==> src/rtl/sequence_generator.sv <==
// -----------------------------------------------------------------------------
// sequence_generator
//
// Serial pattern transmitter that drives a sequence detector for bring-up and
// self-test. A start request loads a pattern word, its length and a repeat
// count. The pattern is then shifted out MSB-of-length first, one bit per
// clock, with framing strobes. Repetitions are separated by GAP idle cycles.
//
// Ports:
//   clockPulse  in   system clock, rising edge
//   reset       in   asynchronous active-low reset
//   start       in   transfer request, sampled only while idle
//   pattern     in   [PAT_W-1:0] bits to send, LSB-aligned
//   patLen      in   [LEN_W-1:0] number of bits to send (clamped to PAT_W)
//   repeatCnt   in   [CNT_W-1:0] number of repetitions (0 treated as 1)
//   serialOut   out  serial data bit
//   bitValid    out  high while serialOut carries a pattern bit
//   frameStart  out  high on the first bit of each repetition
//   busy        out  high from start acceptance through the done cycle
//   done        out  one-cycle pulse after the final bit
//
// state   | meaning
// --------+------------------------------------------------------------
// IDLE    | waiting for start with nonzero patLen, all outputs low
// LOAD    | request accepted, busy high, first bit follows next cycle
// SHIFT   | one pattern bit per cycle, bit counter len-1 down to 0
// GAP     | idle spacing between repetitions
// DONE    | done pulse, busy still high, start not yet accepted
// -----------------------------------------------------------------------------
module sequence_generator #(
  parameter int PAT_W = 8,
  parameter int LEN_W = 4,
  parameter int CNT_W = 4,
  parameter int GAP   = 2
) (
  input  logic             clockPulse,
  input  logic             reset,
  input  logic             start,
  input  logic [PAT_W-1:0] pattern,
  input  logic [LEN_W-1:0] patLen,
  input  logic [CNT_W-1:0] repeatCnt,
  output logic             serialOut,
  output logic             bitValid,
  output logic             frameStart,
  output logic             busy,
  output logic             done
);

  localparam logic [2:0] S_IDLE  = 3'd0;
  localparam logic [2:0] S_LOAD  = 3'd1;
  localparam logic [2:0] S_SHIFT = 3'd2;
  localparam logic [2:0] S_GAP   = 3'd3;
  localparam logic [2:0] S_DONE  = 3'd4;

  // Gap counter holds GAP-1 down to 0; at least one bit wide even when unused.
  localparam int GAP_W    = (GAP > 2) ? $clog2(GAP) : 1;
  localparam int GAP_LOAD = (GAP > 0) ? GAP - 1 : 0;

  logic [2:0]       state_q, state_d;
  logic [PAT_W-1:0] pat_q, pat_d;
  logic [LEN_W-1:0] len_q, len_d;
  logic [LEN_W-1:0] bit_cnt_q, bit_cnt_d;
  logic [CNT_W-1:0] rep_cnt_q, rep_cnt_d;
  logic [GAP_W-1:0] gap_cnt_q, gap_cnt_d;

  logic [LEN_W-1:0] len_clamped;
  logic [CNT_W-1:0] reps_eff;
  logic [PAT_W-1:0] pat_shift;

  assign len_clamped = (patLen > LEN_W'(PAT_W)) ? LEN_W'(PAT_W) : patLen;
  assign reps_eff    = (repeatCnt == '0) ? CNT_W'(1) : repeatCnt;

  always_comb begin
    state_d   = state_q;
    pat_d     = pat_q;
    len_d     = len_q;
    bit_cnt_d = bit_cnt_q;
    rep_cnt_d = rep_cnt_q;
    gap_cnt_d = gap_cnt_q;
    case (state_q)
      S_IDLE: begin
        if (start && (patLen != '0)) begin
          state_d   = S_LOAD;
          pat_d     = pattern;
          len_d     = len_clamped;
          rep_cnt_d = reps_eff;
          bit_cnt_d = '0;
          gap_cnt_d = '0;
        end
      end
      S_LOAD: begin
        state_d   = S_SHIFT;
        bit_cnt_d = len_q - LEN_W'(1);
      end
      S_SHIFT: begin
        if (bit_cnt_q != '0) begin
          bit_cnt_d = bit_cnt_q - LEN_W'(1);
        end else if (rep_cnt_q > CNT_W'(1)) begin
          rep_cnt_d = rep_cnt_q - CNT_W'(1);
          if (GAP > 0) begin
            state_d   = S_GAP;
            gap_cnt_d = GAP_W'(GAP_LOAD);
          end else begin
            // back-to-back: restart the frame without leaving SHIFT
            bit_cnt_d = len_q - LEN_W'(1);
          end
        end else begin
          state_d = S_DONE;
        end
      end
      S_GAP: begin
        if (gap_cnt_q == '0) begin
          state_d   = S_SHIFT;
          bit_cnt_d = len_q - LEN_W'(1);
        end else begin
          gap_cnt_d = gap_cnt_q - GAP_W'(1);
        end
      end
      S_DONE: begin
        state_d = S_IDLE;
      end
      default: begin
        state_d = S_IDLE;
      end
    endcase
  end

  // Outputs are registered from the next state so they line up with the
  // state register: the cycle labelled SHIFT is the cycle the bit is on the wire.
  assign pat_shift = pat_q >> bit_cnt_d;

  always_ff @(posedge clockPulse or negedge reset) begin
    if (!reset) begin
      state_q   <= S_IDLE;
      pat_q     <= '0;
      len_q     <= '0;
      bit_cnt_q <= '0;
      rep_cnt_q <= '0;
      gap_cnt_q <= '0;
    end else begin
      state_q   <= state_d;
      pat_q     <= pat_d;
      len_q     <= len_d;
      bit_cnt_q <= bit_cnt_d;
      rep_cnt_q <= rep_cnt_d;
      gap_cnt_q <= gap_cnt_d;
    end
  end

  always_ff @(posedge clockPulse or negedge reset) begin
    if (!reset) begin
      serialOut  <= 1'b0;
      bitValid   <= 1'b0;
      frameStart <= 1'b0;
      busy       <= 1'b0;
      done       <= 1'b0;
    end else begin
      serialOut  <= (state_d == S_SHIFT) && pat_shift[0];
      bitValid   <= (state_d == S_SHIFT);
      frameStart <= (state_d == S_SHIFT) && (bit_cnt_d == (len_q - LEN_W'(1)));
      busy       <= (state_d != S_IDLE);
      done       <= (state_d == S_DONE);
    end
  end

endmodule

==> config.mk <==
export PLATFORM = sky130hd
export DESIGN_NAME = sequence_generator
export DESIGN_NICKNAME = d
export VERILOG_FILES = /design/src/rtl/sequence_generator.sv
export SDC_FILE = /design/constraint.sdc
export NUM_CORES = 1
export LEC_CHECK = 0
export CAP_MARGIN = 20
export CORE_UTILIZATION = 43
export CTS_BUF_LIST = sky130_fd_sc_hd__clkbuf_4 sky130_fd_sc_hd__clkbuf_8 sky130_fd_sc_hd__clkbuf_16
export CTS_CLUSTER_DIAMETER = 100
export DETAILED_ROUTE_END_ITERATION = 6
export HOLD_SLACK_MARGIN = 0.1
export PLACE_DENSITY_LB_ADDON = 0.15
export SLEW_MARGIN = 40
export SYNTH_ARGS = -nofsm -noshare
export SYNTH_HDL_FRONTEND = slang
export SYNTH_SLANG_ARGS = --single-unit
==> constraint.sdc <==
create_clock -name clockPulse -period 2.69 [get_ports clockPulse]
set_input_delay 0.269 -clock clockPulse [delete_from_list [all_inputs] [get_ports clockPulse]]
set_output_delay 0.269 -clock clockPulse [all_outputs]
set_load 0.03 [all_outputs]
==> results.md <==
- Crit path DAT: 2.52 ns
- Hold Path Class: primary input to async pin
- Buffers on Ports: 23
- FILL cells: 317
- Vias: 1213
- Yosys cell types: 44
- Critical path fanouts, max: 6
- Syn avg cell area: around 10 µm²
- Highest metal used: met4
- Setup crit start kind: register
- Vias per cell: between 5 and 6
- Post-synth EDFFs: 0
- Post-Syn Instances: 155
- Core ar.: 3470 µm²
- Die span in x: 63.4 µm
- Drt first pass iters: 4
- Peak supply drop: 468 µV
- Post-CTS Resized: 0
- Layout cells sized above 1: about 18%
- Clock sink count: 29
- RSZ-0062 raised after global routing: no
- Met2 wire length: 1550 µm
- Status: finished, final reports clean
- CTS H-tree lvls: 2
- Hold Buf Count CTS: 0
- Setup TNS: 0 ns
- Slew @ Worst Pin: 0.463 ns
- Synth cell count leaders: 29 x dfrtp_1, 12 x nand2_1, 11 x a21oi_1
- CP Data Required Time: 2.86 ns
- Post-Syn Nets: 178
- TritonCTS clock tree: done
- Antenna viol nets, final: 0
- GRT Resource Usage Total: between 10% and 20%
- Relative slew slack: between 60% and 70%
- First-pass GRT wire length: 5490 µm
- IO Pins: 24
- Max Freq: 0.426 GHz
- DP Area: 1920 µm²
- Final slew viol count: 0
- Worst-Skew Late Latency: 0.28 ns
- Die H: about 63 µm
- Length of routed wiring on met1: 1440 µm
- Detailed-route DRC error count: 0
- Worst reg2reg path depth: 9
- Pwr Density: 1200 nW/µm²
- Number of global-route vias before repair: 1225
- Most common cell in the synthesized netlist: dfrtp_1
- Rows: 21
- Max cap viols: 0
- Reg2reg end: serialOut$_DFF_PN0_
- Area Growth Syn to Fin: 24.0%
- CP endpoint: serialOut$_DFF_PN0_
- Reg2reg start: bit_cnt_q[0]$_DFF_PN0_
- Setup WS post-layout: 0.342 ns
- Die area: 4010 µm²
- Top post-synthesis cells by area: dfrtp_1 45%, mux2_2 7.0%, a21oi_1 3.4%, ha_1 3.1%, o21ai_0 3.1%
- FF-to-FF setup slack: 0.34 ns
- Crit. Startpoint: bit_cnt_q[0]$_DFF_PN0_
- Routed wire length: 3160 µm
- Clk_skew: 0.00268 ns
- Drt first-iter violations: 77
- Leakage: ~0.88 nW
- CP Class: register to register
- DR WL/cell: approximately 14 µm
- Grt total ovfl: 0
- Longest Clk Path Bufs: 2
- Mapped cell area: 1620 µm²
- Total CTS buffers: 5
- Largest net degree at the start of global routing: 30
- Met3 WL post-DR: around 140 µm
- Sequential area share after synthesis: around 45%
- Clk root buf: clkbuf_8
- Yosys warns: 0
- Final Hold Viols: 0
- Final setup viols: 0
- Post-synth top area share: 44.8%
- Fraction of registers with async set or reset after synthesis: 100%
- Global placement routability congestion: 0.883
- Post-DP HPWL: 2320 µm
- Fin crit share: 87.3%
- Minimum clock period: 2.35 ns
- CP endpoint kind: register
- Worst-path clk slew: 0.06 ns
- Initial Utilization: 46.7%
- Antenna violations before repair: 0
- Total Power: ~2.4 mW
- Net total in the final layout: 208
- N_diodes: 0
- Dpl ws: approximately 0.21 ns
- Layout Utilization: just under 60%
- Yosys reg bits: 29
- Final Instance Area: ~2000 µm²
- Top_reg_cell synth: dfrtp_1
- Yosys top cell by area: dfrtp_1
- Postcts setup bufs: 0
kinds of logic after synthesis:
family,Yosys count,synth area share (%)
AOI/OAI and AO/OA,37,16.8
xor gates and xnor gates,6,3.25
adders and majority gates,4,3.09
buffers and inverters,15,3.71
DFF,29,44.8
muxes,15,10.4
and+or+nand+nor,49,18.0
area by class of cell:
cell class | count | area, µm² | share of cell area (%)
Timing Repair Buffer | 28 | 268 | 13.3
Clock buffer | 6 | 76.3 | 3.80
Inverter | 10 | 37.5 | 1.87
Multi-Input combinational cell | 111 | 833 | 41.5
Sequential cell | 29 | 726 | 36.1
Tap cell | 46 | 57.6 | 2.87
Clock inverter | 2 | 10.0 | 0.498
worst max-delay path, cell delays in order, from the launching register on:
cell       delay [ns]
dfrtp_1          0.45
inv_1            0.07
ha_1             0.23
nor3b_4          0.17
buf_4            0.16
nand2_1          0.16
a21oi_2          0.08
a21oi_2          0.24
mux2_4           0.33
a2111oi_2        0.35
how the worst min path moves through the flow:
stage,end,startpoint
6_report,rep_cnt_q[1]$_DFFE_PN0P_,reset
3_3_place_gp,pat_q[2]$_DFFE_PN0P_,pat_q[2]$_DFFE_PN0P_
3_5_place_dp,pat_q[3]$_DFFE_PN0P_,pat_q[3]$_DFFE_PN0P_
2_1_floorplan,bitValid$_DFF_PN0_,reset
4_1_cts,rep_cnt_q[1]$_DFFE_PN0P_,reset
5_1_grt,frameStart$_DFF_PN0_,reset
layer usage:
metal	up-vias	GRT usage, %
met4	0	6.25
li1	613	-
met5	-	0
met3	4	6.16
met1	561	22.1
met2	35	28.7
registers in the layout, indices dropped and copies added, names as in the netlist:
| name | count |
|---|---|
| state_q | 3 |
| gap_cnt_q | 1 |
| bitValid | 1 |
| serialOut | 1 |
| bit_cnt_q | 4 |
| frameStart | 1 |
| done | 1 |
| pat_q | 8 |
| len_q | 4 |
| busy | 1 |
| rep_cnt_q | 4 |
power breakdown:
| part | internal [mW] | switching [mW] |
|---|---|---|
| clock network | 0.189 | 0.161 |
| logic | 0.632 | 0.640 |
| registers | 0.623 | 0.165 |
through the flow:
step | hold slack (ns) | cells
after floorplan | -0.0266 | 155
after global placement | 0.491 | 224
after detailed placement | 0.490 | 224
after CTS | 0.379 | 232
after global routing | 0.398 | 232
final | 0.372 | 232
layout by cell type, fill, tap and decap left out, drive strengths merged, types with 3 or more instances in the layout:
cell	instances
xnor2	3
nor3b	4
inv	10
mux2	11
clkdlybuf4s50	23
a21oi	13
nand3	6
mux2i	4
xor2	3
nand2b	4
ha	4
o21ai	11
nand2	12
dfrtp	29
nor3	5
nor2	7
clkbuf	6
buf	5
No activity file was read; power rests on OpenSTA's default activity.
